--- config.mk ---
export PLATFORM = sky130hd
export DESIGN_NAME = nbit_delay_line_flat
export DESIGN_NICKNAME = d
export VERILOG_FILES = /design/src/rtl/nbit_delay_line_pkg.sv /design/src/rtl/nbit_delay_line_if.sv /design/src/rtl/nbit_delay_line_stage.sv /design/src/rtl/nbit_delay_line.sv /design/src/flat_wrapper.sv
export SDC_FILE = /design/constraint.sdc
export NUM_CORES = 1
export LEC_CHECK = 0
export ABC_AREA = 1
export CAP_MARGIN = 30
export CORE_MARGIN = 2
export CORE_UTILIZATION = 30
export DETAILED_ROUTE_END_ITERATION = 10
export MAX_ROUTING_LAYER = met4
export PLACE_DENSITY = 0.45
export SKIP_LAST_GASP = 1
export SLEW_MARGIN = 10
export SYNTH_ARGS = -nofsm -noshare
export SYNTH_HDL_FRONTEND = slang
export SYNTH_SLANG_ARGS = --single-unit
--- constraint.sdc ---
create_clock -name clk -period 3 [get_ports clk]
set_clock_uncertainty 0.1 [all_clocks]
set_input_delay 0.6 -clock clk [delete_from_list [all_inputs] [get_ports clk]]
set_output_delay 0.6 -clock clk [all_outputs]
set_load 0.005 [all_outputs]
--- src/rtl/nbit_delay_line_pkg.sv ---
// Shared helpers for the programmable delay line: select-width derivation
// and lane slicing used by both the design and its interface.
package nbit_delay_line_pkg;

    // Bits needed to encode a latency of 0..depth inclusive.
    function automatic int sel_width(input int depth);
        return $clog2(depth + 1);
    endfunction

    // LSB position of lane c in a packed multi-lane bus of w-bit lanes.
    function automatic int lane_lsb(input int c, input int w);
        return c * w;
    endfunction

endpackage

--- src/rtl/nbit_delay_line_if.sv ---
// Stream and control bundle for the delay line; master drives samples and
// latency control, slave is the delay line itself.
interface nbit_delay_line_if
    import nbit_delay_line_pkg::*;
#(
    parameter int DATA_WIDTH = 8,
    parameter int CHANNELS   = 1,
    parameter int MAX_DEPTH  = 16
);
    localparam int SEL_W = sel_width(MAX_DEPTH);

    logic                           enable;
    logic                           clear;
    logic [SEL_W-1:0]               delay_sel;
    logic                           in_valid;
    logic [CHANNELS*DATA_WIDTH-1:0] in_data;
    logic                           out_valid;
    logic [CHANNELS*DATA_WIDTH-1:0] out_data;
    logic                           primed;

    modport master (
        output enable, clear, delay_sel, in_valid, in_data,
        input  out_valid, out_data, primed
    );

    modport slave (
        input  enable, clear, delay_sel, in_valid, in_data,
        output out_valid, out_data, primed
    );

endinterface

--- src/rtl/nbit_delay_line_stage.sv ---
// One {valid, data} pipeline register: async reset, clear beats enable.
module nbit_delay_line_stage #(
    parameter int WIDTH = 9
) (
    input  logic             clk,
    input  logic             resetn,
    input  logic             enable,
    input  logic             clear,
    input  logic [WIDTH-1:0] d,
    output logic [WIDTH-1:0] q
);

    always_ff @(posedge clk or negedge resetn) begin
        if (!resetn) begin
            q <= '0;
        end else if (clear) begin
            q <= '0;
        end else if (enable) begin
            q <= d;
        end
    end

endmodule

--- src/rtl/nbit_delay_line.sv ---
// Multi-lane delay line with run-time latency select, stall, flush and a
// primed flag telling the consumer the selected tap holds real history.
module nbit_delay_line
    import nbit_delay_line_pkg::*;
#(
    parameter int DATA_WIDTH = 8,
    parameter int CHANNELS   = 1,
    parameter int MAX_DEPTH  = 16
) (
    input  logic               clk,
    input  logic               resetn,
    nbit_delay_line_if.slave   bus
);

    localparam int DW    = DATA_WIDTH * CHANNELS;
    localparam int SW    = DW + 1;
    localparam int SEL_W = sel_width(MAX_DEPTH);
    localparam logic [SEL_W-1:0] MAX_SEL = SEL_W'(MAX_DEPTH);

    logic [SW-1:0]    stage_q [MAX_DEPTH];
    logic [SW-1:0]    tap;
    logic [SEL_W-1:0] eff_sel;
    logic [SEL_W-1:0] fill_cnt_reg;

    generate
        for (genvar gi = 0; gi < MAX_DEPTH; gi++) begin : g_stage
            logic [SW-1:0] stage_d;
            if (gi == 0) begin : g_head
                assign stage_d = {bus.in_valid, bus.in_data};
            end else begin : g_body
                assign stage_d = stage_q[gi-1];
            end
            nbit_delay_line_stage #(.WIDTH(SW)) u_stage (
                .clk    (clk),
                .resetn (resetn),
                .enable (bus.enable),
                .clear  (bus.clear),
                .d      (stage_d),
                .q      (stage_q[gi])
            );
        end
    endgenerate

    // Oversized requests clamp to the deepest tap so the mux never leaves the chain.
    assign eff_sel = (bus.delay_sel > MAX_SEL) ? MAX_SEL : bus.delay_sel;

    always_comb begin
        tap = {bus.in_valid, bus.in_data};
        for (int k = 0; k < MAX_DEPTH; k++) begin
            if (eff_sel == SEL_W'(k + 1)) begin
                tap = stage_q[k];
            end
        end
    end

    assign {bus.out_valid, bus.out_data} = tap;

    // Counts enabled shifts since flush, pinned at MAX_DEPTH so it cannot wrap.
    always_ff @(posedge clk or negedge resetn) begin
        if (!resetn) begin
            fill_cnt_reg <= '0;
        end else if (bus.clear) begin
            fill_cnt_reg <= '0;
        end else if (bus.enable && (fill_cnt_reg != MAX_SEL)) begin
            fill_cnt_reg <= fill_cnt_reg + SEL_W'(1);
        end
    end

    assign bus.primed = (fill_cnt_reg >= eff_sel);

endmodule

--- src/flat_wrapper.sv ---
// flat-port wrapper written by rule: the top's interface ports become plain ports
module nbit_delay_line_flat import nbit_delay_line_pkg::*;
#(
    parameter int DATA_WIDTH = 8,
    parameter int CHANNELS   = 1,
    parameter int MAX_DEPTH  = 16
)
  (clk, resetn, bus_enable, bus_clear, bus_delay_sel, bus_in_valid, bus_in_data, bus_out_valid, bus_out_data, bus_primed);
  nbit_delay_line_if #(.DATA_WIDTH(DATA_WIDTH), .CHANNELS(CHANNELS), .MAX_DEPTH(MAX_DEPTH)) bus_i ();
  input  logic clk;
  input  logic resetn;
  input wire logic [$bits(bus_i.enable)-1:0] bus_enable;
  input wire logic [$bits(bus_i.clear)-1:0] bus_clear;
  input wire logic [$bits(bus_i.delay_sel)-1:0] bus_delay_sel;
  input wire logic [$bits(bus_i.in_valid)-1:0] bus_in_valid;
  input wire logic [$bits(bus_i.in_data)-1:0] bus_in_data;
  output wire logic [$bits(bus_i.out_valid)-1:0] bus_out_valid;
  output wire logic [$bits(bus_i.out_data)-1:0] bus_out_data;
  output wire logic [$bits(bus_i.primed)-1:0] bus_primed;
  assign bus_i.enable = bus_enable;
  assign bus_i.clear = bus_clear;
  assign bus_i.delay_sel = bus_delay_sel;
  assign bus_i.in_valid = bus_in_valid;
  assign bus_i.in_data = bus_in_data;
  assign bus_out_valid = bus_i.out_valid;
  assign bus_out_data = bus_i.out_data;
  assign bus_primed = bus_i.primed;
  nbit_delay_line #(.DATA_WIDTH(DATA_WIDTH), .CHANNELS(CHANNELS), .MAX_DEPTH(MAX_DEPTH)) u_core (.clk(clk), .resetn(resetn), .bus(bus_i));
endmodule
==> results of run 1 <==
[metal layers]
layer | share of wire [%] | vias to the layer above | GRT usage (%) | routed length (µm)
li1 | - | 3203 | - | -
met1 | 52 | 3086 | 27.47 | 11410
met2 | 43 | 131 | 25.74 | 9400
met3 | 3.4 | 22 | 2.557 | 736
met4 | 1.8 | 0 | 5.610 | 399
met5 | 0 | - | - | 0
[layout by cell type, fill, tap and decap left out, types with 2 or more instances in the layout]
cell and count:
nand3_2 43, nand3_1 32, inv_8 4, inv_2 9
inv_1 146, buf_4 83, nor2_8 2, inv_6 9
clkbuf_16 17, inv_4 4, buf_2 7, nor2_4 6
o22ai_1 110, nor2_2 5, buf_6 15, clkinv_4 2
o211ai_2 4, clkdlybuf4s50_1 11, nand2_4 5, nor3_1 3
nand2_2 25, a21oi_1 64, clkbuf_2 2, buf_12 16
nor2_1 16, o21bai_1 2, o21ai_0 35, a21oi_2 3
bufinv_16 2, dfrtp_1 149, nand2_1 171, ha_1 7
o31ai_1 3
[stage by stage]
stage	power (mW)	setup slack, ps
global route	5.102	-551.3
global placement	2.625	-1278
floorplan	2.344	246.0
CTS	4.934	-474.8
detailed placement	2.624	-1318
finish	4.908	-368.4
[worst reg2reg max path: stages, from the launching register on]
cell and delay, ps:
dfrtp_1 390, inv_2 70, ha_1 190, a41oi_1 190, inv_1 140, nor3_1 300
and3_1 210, nor3_1 40
[Yosys cell counts, drive strengths merged]
master	instances	area share, %
a211oi	1	0.10
a21oi	68	4.6
a41oi	1	0.12
and3	1	0.085
buf	9	0.88
clkbuf	36	1.8
dfrtp	149	51
ha	7	1.2
inv	163	8.4
nand2	201	11
nand3	75	5.1
nor2	29	2.5
nor3	4	0.43
o211ai	5	0.78
o21ai	37	2.7
o21bai	2	0.20
o22ai	110	9.4
o31ai	3	0.31
[power groups by stage]
stage / sequential, mW / clock [mW] / combinational, mW
2_1_floorplan: 2.07 / 0 / 0.274
3_3_place_gp: 2.07 / 0 / 0.554
3_5_place_dp: 2.07 / 0 / 0.553
4_1_cts: 2.03 / 2.30 / 0.599
5_1_grt: 2.03 / 2.39 / 0.682
6_report: 2.03 / 2.26 / 0.613
[final cells by class]
class	instances	area share (%)
inverter	163	6.500
tap	324	4.129
clock inverter	15	1.861
timing repair buffer	137	13.29
multi-input combinational	544	31.90
sequential	149	37.98
clock buffer	17	4.333
[path summary, 6_finish.rpt]
kind / start / end / slack [ps] / cells after the start
worst min register to register: u_core.g_stage[15].u_stage.q[5] / u_core.g_stage[15].u_stage.q[5] / 390 / 2
worst max-delay path: bus_delay_sel[2] / bus_out_data[4] / -370 / 23
worst min-delay path: u_core.g_stage[15].u_stage.q[5] / u_core.g_stage[15].u_stage.q[5] / 390 / 2
worst max register to register: u_core.fill_cnt_reg[0] / u_core.fill_cnt_reg[4] / 1250 / 7
min in group asynchronous: resetn / u_core.g_stage[0].u_stage.q[5] / 540 / 2
max in group asynchronous: resetn / u_core.g_stage[9].u_stage.q[4] / 1580 / 3
[what timing repair did]
action	in CTS	in global routing
gates resized for setup	131	30
pin swaps	45	30
hold buffers	1	0
hold endpoints to repair	21	0
setup endpoints to repair	10	10
setup buffers	19	4
[logic make-up after synthesis]
group	count (synthesis)
adder cells (fa/ha/maj)	7
AO/OA/AOI/OAI	227
AND/OR/NAND/NOR	310
buffers and inverters	208
flip-flops	149
==> impl_metrics.env, run 1 <==
export IMPL_outcome="finished with violations"
export IMPL_violations="negative setup slack"
export IMPL_synth_warnings=0
export IMPL_drc=0
export IMPL_min_delay_path_class="flip-flop to flip-flop"
export IMPL_synth_seq_cells=149
export IMPL_setup_slack_ps=-368.4
export IMPL_critPathBufInv=3
export IMPL_multi_input_comb_area_mm2=0.003132
export IMPL_diodes=0
export IMPL_area_growth_pct=33.46
export IMPL_syn_num_nets=926
export IMPL_cts_buffers_inserted=17
export IMPL_intPower_mw=3.528
export IMPL_seqCellArea_mm2=0.003729
export IMPL_largest_reg_flops=144
export IMPL_firstDrtPassIters=5
export IMPL_grt_antenna_before_repair=0
export IMPL_slowest_delay_ps=260
export IMPL_cp_data_arrival_time_ps=2670
export IMPL_crit_fanout=4
export IMPL_syn_cell_area_mm2=0.007356
export IMPL_io_pins=28
export IMPL_crit_top_cell="nand2_1"
export IMPL_root_buffer="clkbuf_16"
export IMPL_grt_pass1_vias=6459
export IMPL_worst_path_dominant_cell_family="simple AND/OR/NAND/NOR gates"
export IMPL_critPathSlowestCell="o21ai_4"
export IMPL_place_area_mm2=0.008657
export IMPL_die_area_mm2=0.02579
export IMPL_period_share_pct=112.3
export IMPL_p_clk_share_pct=46.1
export IMPL_startpoint_type="primary input"
export IMPL_postRouteAntennaNets=0
export IMPL_fin_nets=1037
export IMPL_grt_max_degree=85
export IMPL_slew_viol_final=0
export IMPL_cts_htree_levels=4
export IMPL_initial_core_util_pct=30.42
export IMPL_drt_iter0_markers=603
export IMPL_port_buffers=27
export IMPL_p_switching_mw=1.380
export IMPL_cts_sinks=149
export IMPL_synth_top_family_by_area="simple AND/OR/NAND/NOR gates"
export IMPL_muxShareOfSynthArea_pct=0
export IMPL_switching_share_pct=28.11
export IMPL_avgSynthCellArea_um2=8.164
export IMPL_grt_overflow=0
export IMPL_synthXorXnorAreaFrac_pct=0
export IMPL_stdcell_area_mm2=0.009817
export IMPL_ys_types=31
export IMPL_max_freq_mhz=296.9
export IMPL_cts_clk_slew_worst_paths_ps=60
export IMPL_crit_path_cell_trace="buf_8, o21ai_4, nand2_4, buf_6, o211ai_1, nand3_1, nand3_2, nand2_2, nand2_1, nand2_1, nand2_1, nand2_1, nand2_1, nand3_2, nand2_2, nand2_1, nand2_1, nand2_1, nand2_1, nand2_1, nand2_1, nand2_1, buf_2"
export IMPL_power_static_leakage_nw=4.555
export IMPL_synthCells=901
export IMPL_slew_headroom_pct=71.66
export IMPL_finalHoldViolations=0
export IMPL_clockBufferDepth=2
export IMPL_fillers=2404
export IMPL_cp_end_kind="output pin"
export IMPL_setup_tns_ps=-2897
export IMPL_dieWidth_um=160.6
export IMPL_via_per_inst=4.775
export IMPL_setup_violations=9
export IMPL_criticalPathCategory="primary input to output pin"
export IMPL_synthSimpleGateAreaFrac_pct=18.88
export IMPL_dp_cells=1294
export IMPL_p_per_area_mw_per_mm2=499.9
export IMPL_wl_per_cell_um=16.27
export IMPL_rsz0062_at_grt="true"
export IMPL_timing_hold_ws_ps=391.1
export IMPL_comb_power_share_pct=12.5
export IMPL_gp_congestion=0.8090
export IMPL_grt_pass1_wl_mm=36.24
export IMPL_synth_adder_area_share_pct=1.191
export IMPL_die_y_um=160.6
export IMPL_ir_drop_mv=0.3637
export IMPL_coreArea_mm2=0.02418
export IMPL_rows=57
export IMPL_synth_compound_area_share_pct=18.17
export IMPL_instances_no_fill=1349
export IMPL_dpl_hpwl_mm=14.69
export IMPL_insertion_delay_ps=430
export IMPL_cts_tree="built"
export IMPL_synth_seq_area_share_pct=50.69
export IMPL_drive_above_1_share_pct=26.34
export IMPL_period_needed_ps=3368
export IMPL_dr_total_vias=6442
export IMPL_power_frac_seq_pct=41.4
export IMPL_drv_cap=0
export IMPL_grt_usage_pct=18.40
export IMPL_fin_util_pct=40.60
export IMPL_cp_required_ps=2300
export IMPL_finalWirelength_mm=21.95
export IMPL_tightest_slew_ps=425.1
Power figures use the tool's default switching activity.
==> run 2: changes to the inputs <==
--- a/config.mk
+++ b/config.mk
@@ -10,6 +10,7 @@
 export CORE_MARGIN = 2
 export CORE_UTILIZATION = 30
 export DETAILED_ROUTE_END_ITERATION = 10
+export HOLD_SLACK_MARGIN = 0.1
 export MAX_ROUTING_LAYER = met4
 export PLACE_DENSITY = 0.45
 export SKIP_LAST_GASP = 1
==> results of run 2 <==
No change in the layout: final DEF, timing and power equal those of run 1.
